`src/rtl/axi_pkg.sv`:
```
// Shared AXI codes and widths used by the read arbiter and its bench.
package axi_pkg;

  localparam int unsigned LEN_WIDTH   = 8;
  localparam int unsigned SIZE_WIDTH  = 3;
  localparam int unsigned BURST_WIDTH = 2;
  localparam int unsigned RESP_WIDTH  = 2;

  typedef enum logic [BURST_WIDTH-1:0] {
    BURST_FIXED = 2'b00,
    BURST_INCR  = 2'b01,
    BURST_WRAP  = 2'b10
  } burst_e;

  typedef enum logic [RESP_WIDTH-1:0] {
    RESP_OKAY   = 2'b00,
    RESP_EXOKAY = 2'b01,
    RESP_SLVERR = 2'b10,
    RESP_DECERR = 2'b11
  } resp_e;

  typedef enum logic [1:0] {
    ST_IDLE = 2'b00,
    ST_ADDR = 2'b01,
    ST_DATA = 2'b10
  } arb_state_e;

endpackage

```
`src/rtl/rr_arbiter.sv`:
```
// Combinational round-robin pick: first requester at or after ptr, wrapping to 0.
module rr_arbiter #(
  parameter int unsigned NUM_REQ   = 4,
  parameter int unsigned IDX_WIDTH = 2
) (
  input  logic [NUM_REQ-1:0]   req,
  input  logic [IDX_WIDTH-1:0] ptr,
  output logic [NUM_REQ-1:0]   grant_onehot,
  output logic [IDX_WIDTH-1:0] grant_idx
);

  logic found;

  // Two passes: indices from ptr upward first, then the wrapped-around low indices.
  always_comb begin
    found        = 1'b0;
    grant_idx    = '0;
    grant_onehot = '0;
    for (int unsigned k = 0; k < NUM_REQ; k++) begin
      if (!found && req[k] && (IDX_WIDTH'(k) >= ptr)) begin
        found           = 1'b1;
        grant_idx       = IDX_WIDTH'(k);
        grant_onehot[k] = 1'b1;
      end
    end
    for (int unsigned k = 0; k < NUM_REQ; k++) begin
      if (!found && req[k] && (IDX_WIDTH'(k) < ptr)) begin
        found           = 1'b1;
        grant_idx       = IDX_WIDTH'(k);
        grant_onehot[k] = 1'b1;
      end
    end
  end

endmodule

```
`src/rtl/axi_read_arbiter.sv`:
```
// N-to-1 AXI read arbiter: one burst outstanding, round-robin grant, no buffering.
module axi_read_arbiter
  import axi_pkg::*;
#(
  parameter int unsigned NUM_MASTERS = 4,
  parameter int unsigned ADDR_WIDTH  = 32,
  parameter int unsigned DATA_WIDTH  = 32,
  parameter int unsigned RUSER_WIDTH = 32,
  parameter int unsigned ID_WIDTH    = 1
) (
  input  logic                              clk,
  input  logic                              reset,
  // upstream AR, packed per master
  input  logic [NUM_MASTERS-1:0]            s_axi_arvalid,
  output logic [NUM_MASTERS-1:0]            s_axi_arready,
  input  logic [NUM_MASTERS*ADDR_WIDTH-1:0] s_axi_araddr,
  input  logic [NUM_MASTERS*ID_WIDTH-1:0]   s_axi_arid,
  input  logic [NUM_MASTERS*LEN_WIDTH-1:0]  s_axi_arlen,
  input  logic [NUM_MASTERS*SIZE_WIDTH-1:0] s_axi_arsize,
  input  logic [NUM_MASTERS*BURST_WIDTH-1:0] s_axi_arburst,
  // upstream R, payload broadcast
  output logic [NUM_MASTERS-1:0]            s_axi_rvalid,
  input  logic [NUM_MASTERS-1:0]            s_axi_rready,
  output logic [DATA_WIDTH-1:0]             s_axi_rdata,
  output logic [RUSER_WIDTH-1:0]            s_axi_ruser,
  output logic [ID_WIDTH-1:0]               s_axi_rid,
  output logic [RESP_WIDTH-1:0]             s_axi_rresp,
  output logic                              s_axi_rlast,
  // downstream AR
  output logic                              m_axi_arvalid,
  input  logic                              m_axi_arready,
  output logic [ADDR_WIDTH-1:0]             m_axi_araddr,
  output logic [ID_WIDTH-1:0]               m_axi_arid,
  output logic [LEN_WIDTH-1:0]              m_axi_arlen,
  output logic [SIZE_WIDTH-1:0]             m_axi_arsize,
  output logic [BURST_WIDTH-1:0]            m_axi_arburst,
  // downstream R
  input  logic                              m_axi_rvalid,
  output logic                              m_axi_rready,
  input  logic [DATA_WIDTH-1:0]             m_axi_rdata,
  input  logic [RUSER_WIDTH-1:0]            m_axi_ruser,
  input  logic [ID_WIDTH-1:0]               m_axi_rid,
  input  logic [RESP_WIDTH-1:0]             m_axi_rresp,
  input  logic                              m_axi_rlast
);

  localparam int unsigned IDX_WIDTH = (NUM_MASTERS > 1) ? $clog2(NUM_MASTERS) : 1;

  arb_state_e             state;
  logic [IDX_WIDTH-1:0]   ptr;
  logic [IDX_WIDTH-1:0]   grant;
  logic [IDX_WIDTH-1:0]   pick_idx;
  logic [NUM_MASTERS-1:0] pick_onehot;
  logic                   sel_arvalid;
  logic                   sel_rready;

  function automatic logic [IDX_WIDTH-1:0] next_ptr(input logic [IDX_WIDTH-1:0] idx);
    if (idx == IDX_WIDTH'(NUM_MASTERS - 1)) return '0;
    return idx + IDX_WIDTH'(1);
  endfunction

  rr_arbiter #(
    .NUM_REQ   (NUM_MASTERS),
    .IDX_WIDTH (IDX_WIDTH)
  ) u_rr_arbiter (
    .req          (s_axi_arvalid),
    .ptr          (ptr),
    .grant_onehot (pick_onehot),
    .grant_idx    (pick_idx)
  );

  // Arbitration FSM; grant and ptr only change when leaving IDLE.
  always_ff @(posedge clk) begin
    if (reset) begin
      state <= ST_IDLE;
      ptr   <= '0;
      grant <= '0;
    end else begin
      case (state)
        ST_IDLE: begin
          if (|pick_onehot) begin
            grant <= pick_idx;
            ptr   <= next_ptr(pick_idx);
            state <= ST_ADDR;
          end
        end
        ST_ADDR: begin
          if (m_axi_arvalid && m_axi_arready) state <= ST_DATA;
        end
        ST_DATA: begin
          if (m_axi_rvalid && m_axi_rready && m_axi_rlast) state <= ST_IDLE;
        end
        default: state <= ST_IDLE;
      endcase
    end
  end

  // Select the granted master's AR fields and its rready.
  always_comb begin
    sel_arvalid   = 1'b0;
    sel_rready    = 1'b0;
    m_axi_araddr  = '0;
    m_axi_arid    = '0;
    m_axi_arlen   = '0;
    m_axi_arsize  = '0;
    m_axi_arburst = '0;
    for (int unsigned k = 0; k < NUM_MASTERS; k++) begin
      if (IDX_WIDTH'(k) == grant) begin
        sel_arvalid   = s_axi_arvalid[k];
        sel_rready    = s_axi_rready[k];
        m_axi_araddr  = s_axi_araddr[k*ADDR_WIDTH +: ADDR_WIDTH];
        m_axi_arid    = s_axi_arid[k*ID_WIDTH +: ID_WIDTH];
        m_axi_arlen   = s_axi_arlen[k*LEN_WIDTH +: LEN_WIDTH];
        m_axi_arsize  = s_axi_arsize[k*SIZE_WIDTH +: SIZE_WIDTH];
        m_axi_arburst = s_axi_arburst[k*BURST_WIDTH +: BURST_WIDTH];
      end
    end
  end

  // Handshake routing; stray downstream beats outside DATA are dropped.
  always_comb begin
    s_axi_arready = '0;
    s_axi_rvalid  = '0;
    m_axi_arvalid = 1'b0;
    m_axi_rready  = 1'b0;
    case (state)
      ST_ADDR: begin
        m_axi_arvalid        = sel_arvalid;
        s_axi_arready[grant] = m_axi_arready;
      end
      ST_DATA: begin
        s_axi_rvalid[grant] = m_axi_rvalid;
        m_axi_rready        = sel_rready;
      end
      default: ;
    endcase
  end

  // R payload is broadcast untouched; rvalid picks the receiver.
  assign s_axi_rdata = m_axi_rdata;
  assign s_axi_ruser = m_axi_ruser;
  assign s_axi_rid   = m_axi_rid;
  assign s_axi_rresp = m_axi_rresp;
  assign s_axi_rlast = m_axi_rlast;

endmodule

```
`config.mk`:
```
export PLATFORM = sky130hd
export DESIGN_NAME = axi_read_arbiter
export DESIGN_NICKNAME = d
export VERILOG_FILES = /design/src/rtl/axi_pkg.sv /design/src/rtl/rr_arbiter.sv /design/src/rtl/axi_read_arbiter.sv
export SDC_FILE = /design/constraint.sdc
export NUM_CORES = 1
export LEC_CHECK = 0
export CORE_AREA = 2 2 149 151
export CTS_CLUSTER_DIAMETER = 30
export DETAILED_ROUTE_END_ITERATION = 6
export DIE_AREA = 0 0 151 153
export GPL_ROUTABILITY_DRIVEN = 0
export HOLD_SLACK_MARGIN = 0.05
export SYNTH_ARGS = -nofsm -noshare
export SYNTH_HDL_FRONTEND = slang
export SYNTH_SLANG_ARGS = --single-unit
```
`constraint.sdc`:
```
create_clock -name clk -period 2.7 [get_ports clk]
set_clock_uncertainty 0.1 [all_clocks]
set_input_delay 0.54 -clock clk [delete_from_list [all_inputs] [get_ports clk]]
set_output_delay 0.54 -clock clk [all_outputs]
set_load 0.05 [all_outputs]
```
==> summary.md, run 1 <==
| Metric | Value |
|---|---|
| Status | `complete, no violations` |
| Fin crit share | `0.942` |
| Antenna cells | `0` |
| Worst r2r src | `ptr[1]` |
| Starting DRT DRC Count | `between 60 and 70` |
| Pre-CTS WS | `between 0.15 and 0.2 ns` |
| R2r setup slk | `between 1 and 1.5 ns` |
| CTS root buf | `clkbuf_16` |
| Cell family with most CP delay | `buffers and inverters` |
| Crit-path max FO | `5` |
| Crit path DAT | `1.90 ns` |
| Htree depth | `1` |
| Post-DP HPWL | `9460 um` |
| Compound-Gate Fraction of Synth Area | `0.0368` |
| Max Slew Vio Count | `0` |
| Yosys top cell area share | `0.530` |
| Fin Setup TNS | `0 ns` |
| Vias per cell | `between 3 and 4` |
| Total Die Area | `around 0.023 sq mm` |
| Final non-filler cell total | `approximately 640` |
| DRC violations left | `0` |
| Total Routing Usage GR | `0.0834` |
| Tmin final | `~2.5 ns` |
| Internal Pwr Total | `~0.98 mW` |
| Clock transition at path regs | `0.03 ns` |
| Slowest-stage cell, CP | `mux4_2` |
| Post-Syn Instances | `~180` |
| Register area share after synthesis | `0.0589` |
| Startpoint types | `input pin` |
| CTS hold repair buffers | `0` |
| Synth Area in XOR/XNOR | `0.00429` |
| Clk_lat worst skew | `0.23 ns` |
| Yosys warnings | `0` |
| Syn_nets | `between 400 and 500` |
| Lkg Pwr | `~1.6 nW` |
| CP Cell Sequence | `clkdlybuf4s50_1 -> mux4_2 -> and3b_1 -> buf_4` |
| Max incr delay on CP | `0.51 ns` |
| Post-synth cell types | `24` |
| Psw | `approximately 0.83 mW` |
| Share of cells above drive strength 1 | `0.329` |
| Nets | `627` |
| Clock share of power | `0.135` |
| Crit. End Element | `output port` |
| Post-CTS setup buffer count | `0` |
| Largest family of logic cells by synthesized area | `multiplexers` |
| Sequential share of power | `0.072` |
| Commonest non-fill, non-tap cell in the layout | `clkdlybuf4s50_1` |
| Commonest cells after routing, fill and taps aside | `clkdlybuf4s50_1, buf_4, mux4_2` |
| Remaining antenna violation count | `0` |
| F_max | `between 300 and 400 MHz` |
| Seq cells post-synth | `6` |
| Post-synthesis instance area | `between 0.002 and 0.0025 sq mm` |
| Kind of critical path | `input pin to output port` |
| Post-synthesis mux area share | `0.544` |
| First-pass GRT wire length | `approximately 14000 um` |
| Hold Vio Cnt, Final | `0` |
| Via count | `~2300` |
| Post-synth top area cell | `mux4_2` |
| Placeable Area | `approximately 0.021 sq mm` |
| Logic pwr share | `0.793` |
| PostCTS Resize Cnt | `0` |
| TritonCTS buffer count | `3` |
| PortBufs | `about 250` |
| Util after Layout | `0.209` |
| Simple-gate share of the synthesized area | `0.0754` |
| CTS tree | `yes` |
| Synth area leaders | `mux4_2, buf_4, dfxtp_1` |
| CP Launch Point | `s_axi_arvalid[1]` |
| Largest net degree at the start of global routing | `29` |
| Peak supply drop | `240 uV` |
| Initial DRT Pass Iterations | `4` |
| CTS Sinks | `6` |
| MaxCap Viol Count | `0` |
| RSZ-0062 raised after global routing | `no` |
| Least-Margin Pin Slew | `between 0.4 and 0.5 ns` |
| I/O pin cnt | `just under 400` |
| Initial antenna violation count | `0` |
| DIE WIDTH | `between 150 and 200 um` |
| Average wire per standard cell | `approximately 16 um` |
| Grt ovf | `0` |
| Area growth syn-to-layout | `120%` |
| Row count | `between 50 and 60` |
| Required @ worst endpoint | `just over 2 ns` |
| Die H | `around 150 um` |
| CP Depth | `4` |
| Register-to-Register Path Depth | `5` |
| Routed wire length | `around 10000 um` |
| Critical path buffers and inverters | `2` |
| Initial Utilization | `0.0950` |
| Slew HR | `0.692` |
| Mean Syn Cell Area | `~11 sq um` |
| Vias in the first global route | `~2400` |
| Critical Path Sink | `m_axi_arvalid` |
| Inst Count DP | `638` |
| Switching Share | `0.458` |
| Synth Area in Adders | `0` |
| HP Class | `register to register` |
| R2R Path End | `ptr[1]` |
| Power Dens Cells | `a little over 400 mW/mm^2` |
| Slack of the critical path | `0.157 ns` |
| Final setup fails | `0` |
| Max clock buf depth | `2` |
[synthesized netlist by cell type, drive strengths merged]
| cell | count |
|---|---|
| a311oi | 1 |
| clkbuf | 3 |
| xnor2 | 1 |
| mux2i | 3 |
| nand2b | 4 |
| mux4 | 48 |
| nand2 | 2 |
| a211oi | 2 |
| inv | 2 |
| a21oi | 5 |
| o21ai | 1 |
| nor3 | 4 |
| nand3 | 1 |
| nor2 | 12 |
| nor4 | 1 |
| o2bb2a | 1 |
| and3b | 2 |
| buf | 77 |
| nand3b | 3 |
| dfxtp | 6 |
[power by group through the flow]
stage	logic, mW	registers, mW	clock network (mW)
6_report	1.43	0.131	0.244
5_1_grt	1.51	0.136	0.257
4_1_cts	1.45	0.132	0.251
3_5_place_dp	1.45	0.133	0
3_3_place_gp	1.44	0.133	0
2_1_floorplan	1.13	0.113	0
[metrics by stage]
stage                     power, mW  instance area [sq um]  hold slack [ns]
final                          1.81                   4500            0.419
after global routing           1.90                   4500            0.471
after CTS                      1.84                   4500            0.423
after detailed placement       1.58                   4420            0.415
after global placement         1.58                   4420            0.408
after floorplan                1.24                   2040            0.386
[sequential cells by signal, summed over array words and instances (netlist names)]
name / count
state: 2
grant: 2
ptr: 2
[area by class of cell]
class	instances	area (sq um)
Sequential cell	6	125
Clock buffer	4	78.8
Timing Repair Buffer	259	2580
Multi-Input combinational cell	91	1350
Inverter	2	7.51
Fill cell	2335	17000
Tap cell	280	350
[kinds of logic (layout without fill, tap and decap cells)]
family                    Yosys count  count (layout)
muxes                              51              51
AOI/OAI and AO/OA                  10              10
xor gates and xnor gates            1               1
DFF                                 6               6
and+or+nand+nor                    29              29
buffers and inverters              82             265
[tightest hold or removal path, delay by kind of cell (launching register included)]
kind             cells  cell delay, ns
AND/OR/NAND/NOR      1            0.10
AO/OA/AOI/OAI        1            0.06
flip-flops           1            0.31
[per-layer routing]
metal	vias to the layer above	wire length, um	GRT usage
met1	1092	3620	0.0888
li1	999	-	-
met2	158	5470	0.157
met3	14	1300	0.0328
met5	-	0	0
met4	0	92	0.0107
[worst min path at each step]
stage           start  endpoint  slack [ns]  cells past startpoint
5_1_grt        ptr[0]    ptr[0]        0.47                      2
6_report       ptr[0]    ptr[0]        0.42                      2
3_5_place_dp   ptr[0]    ptr[0]        0.41                      2
2_1_floorplan  ptr[0]    ptr[0]        0.39                      2
4_1_cts        ptr[0]    ptr[0]        0.42                      2
3_3_place_gp   ptr[0]    ptr[0]        0.41                      2
Note: power is estimated with default switching activity, not from simulation.
==> inputs of run 2 (changes only) <==
--- a/config.mk
+++ b/config.mk
@@ -5,12 +5,13 @@
 export SDC_FILE = /design/constraint.sdc
 export NUM_CORES = 1
 export LEC_CHECK = 0
-export CORE_AREA = 2 2 149 151
+export CORE_AREA = 2 2 151 153
 export CTS_CLUSTER_DIAMETER = 30
 export DETAILED_ROUTE_END_ITERATION = 6
-export DIE_AREA = 0 0 151 153
+export DIE_AREA = 0 0 153 155
 export GPL_ROUTABILITY_DRIVEN = 0
 export HOLD_SLACK_MARGIN = 0.05
+export SLEW_MARGIN = 20
 export SYNTH_ARGS = -nofsm -noshare
 export SYNTH_HDL_FRONTEND = slang
 export SYNTH_SLANG_ARGS = --single-unit
==> constraint.sdc (replaced) <==
create_clock -name clk -period 2.3 [get_ports clk]
set_clock_uncertainty 0.1 [all_clocks]
set_input_delay 0.46 -clock clk [delete_from_list [all_inputs] [get_ports clk]]
set_output_delay 0.46 -clock clk [all_outputs]
set_load 0.05 [all_outputs]
==> run 2 against run 1 <==
Against the previous run: die area rose by 2.6%; first-iteration DRC count rose by 38%; power rose by 19%; clock power rose by 18%; via count rose by 3.1%; utilization fell by 0.16 points; sequential share of layout area fell by 0.072 points; register-to-register slack got worse by 0.45 ns; combinational power rose by 20%.
==> summary.md, run 2 (synthesized netlist as in run 1, its figures left out) <==
| Metric | Value |
|---|---|
| Status | `complete, no violations` |
| Area growth syn-to-layout | `126%` |
| F_max | `~440 MHz` |
| Register area | `125 sq um (unchanged)` |
| Routed wire length | `11000 um (+5.1%)` |
| Largest regs | `grant x2, ptr x2, state x2` |
| Largest net degree at the start of global routing | `31 (+6.9%)` |
| Remaining antenna violation count | `0 (unchanged)` |
| Crit path DAT | `1.69 ns (-0.21 ns)` |
| Max Slew Vio Count | `0 (unchanged)` |
| Layout fillers | `2385 (+2.1%)` |
| Kind of critical path | `input pin to output port` |
| Initial antenna violation count | `2 (+2)` |
| Util after Layout | `0.208 (-0.00164)` |
| Least-Margin Pin Slew | `0.496 ns (+0.0366 ns)` |
| Nets | `637 (+1.6%)` |
| Lkg Pwr | `1.64 nW (+5.6%)` |
| Final setup fails | `0 (unchanged)` |
| CTS root buf | `clkbuf_16` |
| Slowest-stage cell, CP | `mux4_2` |
| Cell family with most CP delay | `buffers and inverters` |
| Starting DRT DRC Count | `94 (+38%)` |
| Max clock buf depth | `2 (unchanged)` |
| Vias per cell | `3.54 (+0.43%)` |
| Total Die Area | `0.0237 sq mm (+2.6%)` |
| Max incr delay on CP | `0.46 ns (-0.05 ns)` |
| Final Cell Area | `0.00461 sq mm (+2.6%)` |
| Startpoint types | `input pin` |
| PortBufs | `253 (unchanged)` |
| Slew HR | `0.666 (-0.0258)` |
| Grt ovf | `0 (unchanged)` |
| Required @ worst endpoint | `1.74 ns (-0.32 ns)` |
| TritonCTS buffer count | `3 (unchanged)` |
| DP Area | `0.00448 sq mm (+1.3%)` |
| Critical path buffers and inverters | `2 (unchanged)` |
| DRC violations left | `0 (unchanged)` |
| Slack of the critical path | `0.0486 ns (-0.108 ns)` |
| Tmin final | `2.25 ns` |
| Htree depth | `1 (unchanged)` |
| Initial DRT Pass Iterations | `4 (unchanged)` |
| Total Routing Usage GR | `0.0845 (+0.00111)` |
| Share of cells above drive strength 1 | `0.349 (+0.0207)` |
| HP Class | `register to register` |
| CTS tree | `yes` |
| Average wire per standard cell | `16.7 um (+2.4%)` |
| I/O pin cnt | `388 (unchanged)` |
| CTS hold repair buffers | `0 (unchanged)` |
| Commonest non-fill, non-tap cell in the layout | `clkdlybuf4s50_1` |
| Final non-filler cell total | `659 (+2.6%)` |
| CP Cell Sequence | `clkdlybuf4s50_1 -> mux4_2 -> and3b_1 -> buf_6` |
| Commonest cells after routing, fill and taps aside | `clkdlybuf4s50_1, buf_4, mux4_2` |
| Fin Setup TNS | `0 ns (unchanged)` |
| WHS | `0.421 ns (+0.00115 ns)` |
| Inst Count DP | `650 (+1.9%)` |
| Crit-path max FO | `2 (-3)` |
| Power consumption | `2.15 mW (+19%)` |
| Initial Utilization | `0.0918 (-0.00317)` |
| Fin crit share | `0.979` |
| Pre-CTS WS | `0.00340 ns (-0.153 ns)` |
| Placeable Area | `0.0222 sq mm (+3.5%)` |
| Die H | `155 um (+1.3%)` |
| Vias in the first global route | `2407 (-0.82%)` |
| CTS Sinks | `6 (unchanged)` |
| Peak supply drop | `206 uV (-14%)` |
| First-pass GRT wire length | `15000 um (+4.0%)` |
| Hold Vio Cnt, Final | `0 (unchanged)` |
| Power Dens Cells | `466 mW/mm^2 (+16%)` |
| DIE WIDTH | `153 um (+1.3%)` |
| Post-DP HPWL | `9840 um (+4.1%)` |
| Clk_lat worst skew | `0.23 ns (about the same)` |
| Clock transition at path regs | `0.04 ns (about the same)` |
| Multi-input logic area | `0.00135 sq mm (+0.37%)` |
| Crit. End Element | `output port` |
| Via count | `2333 (+3.1%)` |
| MaxCap Viol Count | `0 (unchanged)` |
| Row count | `55 (+1.9%)` |
run 2: cell types whose count changed in the layout (fill, tap and decap cells not counted):
cell | previous run | this run
diode_2 | 0 | 2
buf_6 | 0 | 2
buf_12 | 12 | 13
clkdlybuf4s50_1 | 196 | 193
nor3_2 | 1 | 2
dlymetal6s2s_1 | 0 | 3
buf_4 | 51 | 58
nor3_1 | 3 | 2
run 2: final timing paths:
kind	start	end	slack (ns)	cells past startpoint
setup / recovery	s_axi_arvalid[2]	m_axi_arvalid	0.05	4
hold / removal	ptr[0]	ptr[0]	0.42	2
setup reg to reg	grant[0]	state[1]	0.65	6
hold reg to reg	ptr[0]	ptr[0]	0.42	2
run 2: repair_timing:
item / CTS / global route
pin swaps: 0 / 0
endpoints found under the setup margin: 6 / 3
resized for setup: 0 / 6
buffers inserted: 2 / 1
run 2: final cells by class:
type,instances,share of cell area
clock buffers,4,0.0171
flip-flops and latches,6,0.0271
repair buffers,269,0.582
multi-input cells,91,0.293
well taps,285,0.0773
inverters,2,0.00163
diodes,2,0.00108
run 2: power breakdown:
part | internal, mW | switching, mW
Clock | 0.230 | 0.0587
Combinational | 0.823 | 0.886
Sequential | 0.121 | 0.0299
run 2: worst reg2reg max path: stages (launching register included):
cell	delay [ns]
dfxtp_4	0.42
buf_12	0.12
mux4_2	0.50
buf_4	0.15
nand3_1	0.08
nand3b_1	0.08
a21oi_1	0.14
run 2: routing by layer:
layer,vias to the layer above,track usage,wire [um]
met4,0,0.00794,63
li1,1024,-,-
met3,14,0.0487,1490
met1,1113,0.0932,4040
met2,182,0.147,5420
met5,-,0,0
==> inputs of run 3 (changes only) <==
--- a/config.mk
+++ b/config.mk
@@ -11,6 +11,7 @@
 export DIE_AREA = 0 0 153 155
 export GPL_ROUTABILITY_DRIVEN = 0
 export HOLD_SLACK_MARGIN = 0.05
+export SKIP_CTS_REPAIR_TIMING = 1
 export SLEW_MARGIN = 20
 export SYNTH_ARGS = -nofsm -noshare
 export SYNTH_HDL_FRONTEND = slang
==> run 3 against run 2 <==
Against the previous run: combinational power about the same; routed wire length increased by 1.3%; final cell count increased by 0.30%; maximum frequency about the same; sequential share of layout area about the same; non-clock buffer count increased by 2; via count about the same; power increased by 1.1%; utilization increased by 0.18 points; cell area increased by 0.87%; critical path type unchanged.
==> summary.md, run 3 (synthesized netlist as in run 1, its figures left out) <==
| Metric | Value |
|---|---|
| Status | `complete, no violations` |
| Area growth syn-to-layout | `128%` |
| Row count | `55 (unchanged)` |
| Inst Count DP | `650 (unchanged)` |
| Hold Path Stages | `2 (unchanged)` |
| Lkg Pwr | `1.66 nW (+1.2%)` |
| Crit. End Element | `output port` |
| Average wire per standard cell | `16.9 um (+1.0%)` |
| Grt ovf | `0 (unchanged)` |
| Routed wire length | `11200 um (+1.3%)` |
| F_max | `444 MHz (about the same)` |
| DIE WIDTH | `153 um (unchanged)` |
| Least-Margin Pin Slew | `0.496 ns (+0.000145 ns)` |
| R2R Path End | `state[1]` |
| Power consumption | `2.17 mW (+1.1%)` |
| Largest regs | `grant x2, ptr x2, state x2` |
| Post-DP HPWL | `9840 um (unchanged)` |
| Clk_lat worst skew | `0.23 ns (about the same)` |
| Vias per cell | `3.53 (-0.26%)` |
| Util after Layout | `0.209 (+0.00180)` |
| CTS tree | `yes` |
| Final setup fails | `0 (unchanged)` |
| Clock transition at path regs | `0.04 ns (about the same)` |
| Remaining antenna violation count | `0 (unchanged)` |
| Register-to-Register Path Depth | `6 (unchanged)` |
| Hold Vio Cnt, Final | `0 (unchanged)` |
| Die H | `155 um (unchanged)` |
| Share of cells above drive strength 1 | `0.353 (+0.00348)` |
| Crit path DAT | `1.69 ns (about the same)` |
| Max Slew Vio Count | `0 (unchanged)` |
| Tmin final | `2.25 ns (+0.00111 ns)` |
| Vias in the first global route | `2388 (-0.79%)` |
| Largest net degree at the start of global routing | `31 (unchanged)` |
| Max clock buf depth | `2 (unchanged)` |
| Min-Delay Endpoint | `ptr[0]` |
| Initial antenna violation count | `2 (unchanged)` |
| I/O pin cnt | `388 (unchanged)` |
| Starting DRT DRC Count | `102 (+8.5%)` |
| Total Routing Usage GR | `0.0842 (-0.000355)` |
| Initial DRT Pass Iterations | `5 (+1)` |
| Layout fillers | `2385 (unchanged)` |
| CTS root buf | `clkbuf_16` |
| Cell family with most CP delay | `buffers and inverters` |
| Power Dens Cells | `467 mW/mm^2 (+0.22%)` |
| MaxCap Viol Count | `0 (unchanged)` |
| Final Cell Area | `0.00465 sq mm (+0.87%)` |
| Commonest cells after routing, fill and taps aside | `clkdlybuf4s50_1, buf_4, mux4_2` |
| R2r setup slk | `0.64 ns (about the same)` |
| Peak supply drop | `206 uV (about the same)` |
| Commonest non-fill, non-tap cell in the layout | `clkdlybuf4s50_1` |
| Htree depth | `1 (unchanged)` |
| DP Area | `0.00448 sq mm (unchanged)` |
| Initial Utilization | `0.0918 (unchanged)` |
| DRC violations left | `0 (unchanged)` |
| HP Class | `register to register` |
| Hold path startpoint | `ptr[0]` |
| Kind of critical path | `input pin to output port` |
| Required @ worst endpoint | `1.74 ns (about the same)` |
| Fin crit share | `0.979 (about the same)` |
| Slew HR | `0.666 (about the same)` |
| First-pass GRT wire length | `15000 um (-0.46%)` |
| TritonCTS buffer count | `3 (unchanged)` |
| Crit-path max FO | `2 (unchanged)` |
| PortBufs | `253 (unchanged)` |
| Total Die Area | `0.0237 sq mm (unchanged)` |
| Worst r2r src | `grant[0]` |
| Via count | `2334 (+0.043%)` |
| CP Cell Sequence | `clkdlybuf4s50_1 -> mux4_2 -> and3b_1 -> buf_6` |
| Startpoint types | `input pin` |
| Placeable Area | `0.0222 sq mm (unchanged)` |
| Final non-filler cell total | `661 (+0.30%)` |
| Max incr delay on CP | `0.46 ns (about the same)` |
| CTS Sinks | `6 (unchanged)` |
| WHS | `0.421 ns (+0.0000450 ns)` |
| Nets | `639 (+0.31%)` |
| Slowest-stage cell, CP | `mux4_2` |
| Critical path buffers and inverters | `2 (unchanged)` |
-- run 3: cell count changes in the layout (fill, tap and decap cells not counted), sizes merged --
cell,delta
buf,+1
clkbuf,+1
-- run 3: worst min-delay path, delay by kind of cell, from the launching register on --
kind / cells / cell delay (ns)
compound gates: 1 / 0.05
flops: 1 / 0.31
simple gates: 1 / 0.10
-- run 3: worst max path at each step --
stage	from	end	slack (ns)	cells past startpoint
after floorplan	grant[1]	s_axi_arready[0]	-0.03	3
after global placement	s_axi_arvalid[3]	m_axi_arvalid	0.01	4
after detailed placement	s_axi_arvalid[1]	m_axi_arvalid	0.003	4
after CTS	grant[0]	m_axi_araddr[9]	-0.02	3
after global routing	m_axi_rvalid	s_axi_rvalid[3]	-0.001	4
final	s_axi_arvalid[2]	m_axi_arvalid	0.05	4
-- run 3: stage by stage --
stage / setup WS (ns) / setup TNS, ns
2_1_floorplan: -0.0291 / -0.0583
3_3_place_gp: 0.00975 / 0
3_5_place_dp: 0.00340 / 0
4_1_cts: -0.0209 / -0.0897
5_1_grt: -0.00143 / -0.00143
6_report: 0.0475 / 0
-- run 3: cell type report --
class | count | area [sq um] | area share
Tap cell | 285 | 357 | 0.0766
Sequential cell | 6 | 125 | 0.0269
Multi-Input combinational cell | 91 | 1350 | 0.291
Inverter | 2 | 7.51 | 0.00161
Clock buffer | 4 | 78.8 | 0.0169
Timing Repair Buffer | 271 | 2730 | 0.586
Antenna cell | 2 | 5.00 | 0.00108
-- run 3: routing by layer --
metal / wire, um / GRT usage / up-vias / share of wire
met5: 0 / 0 / - / 0
met4: 63 / 0.00794 / 0 / 0.0056
met3: 1480 / 0.0487 / 14 / 0.13
met2: 5560 / 0.146 / 180 / 0.50
met1: 4060 / 0.0932 / 1111 / 0.36
li1: - / - / 1029 / -
-- run 3: report_power, final --
part	total, mW	internal (mW)	switching, mW	leakage, nW
logic	1.73	0.841	0.894	1.57
registers	0.149	0.121	0.0278	0.0507
clock network	0.289	0.230	0.0587	0.0382
total	2.17	1.19	0.980	1.66
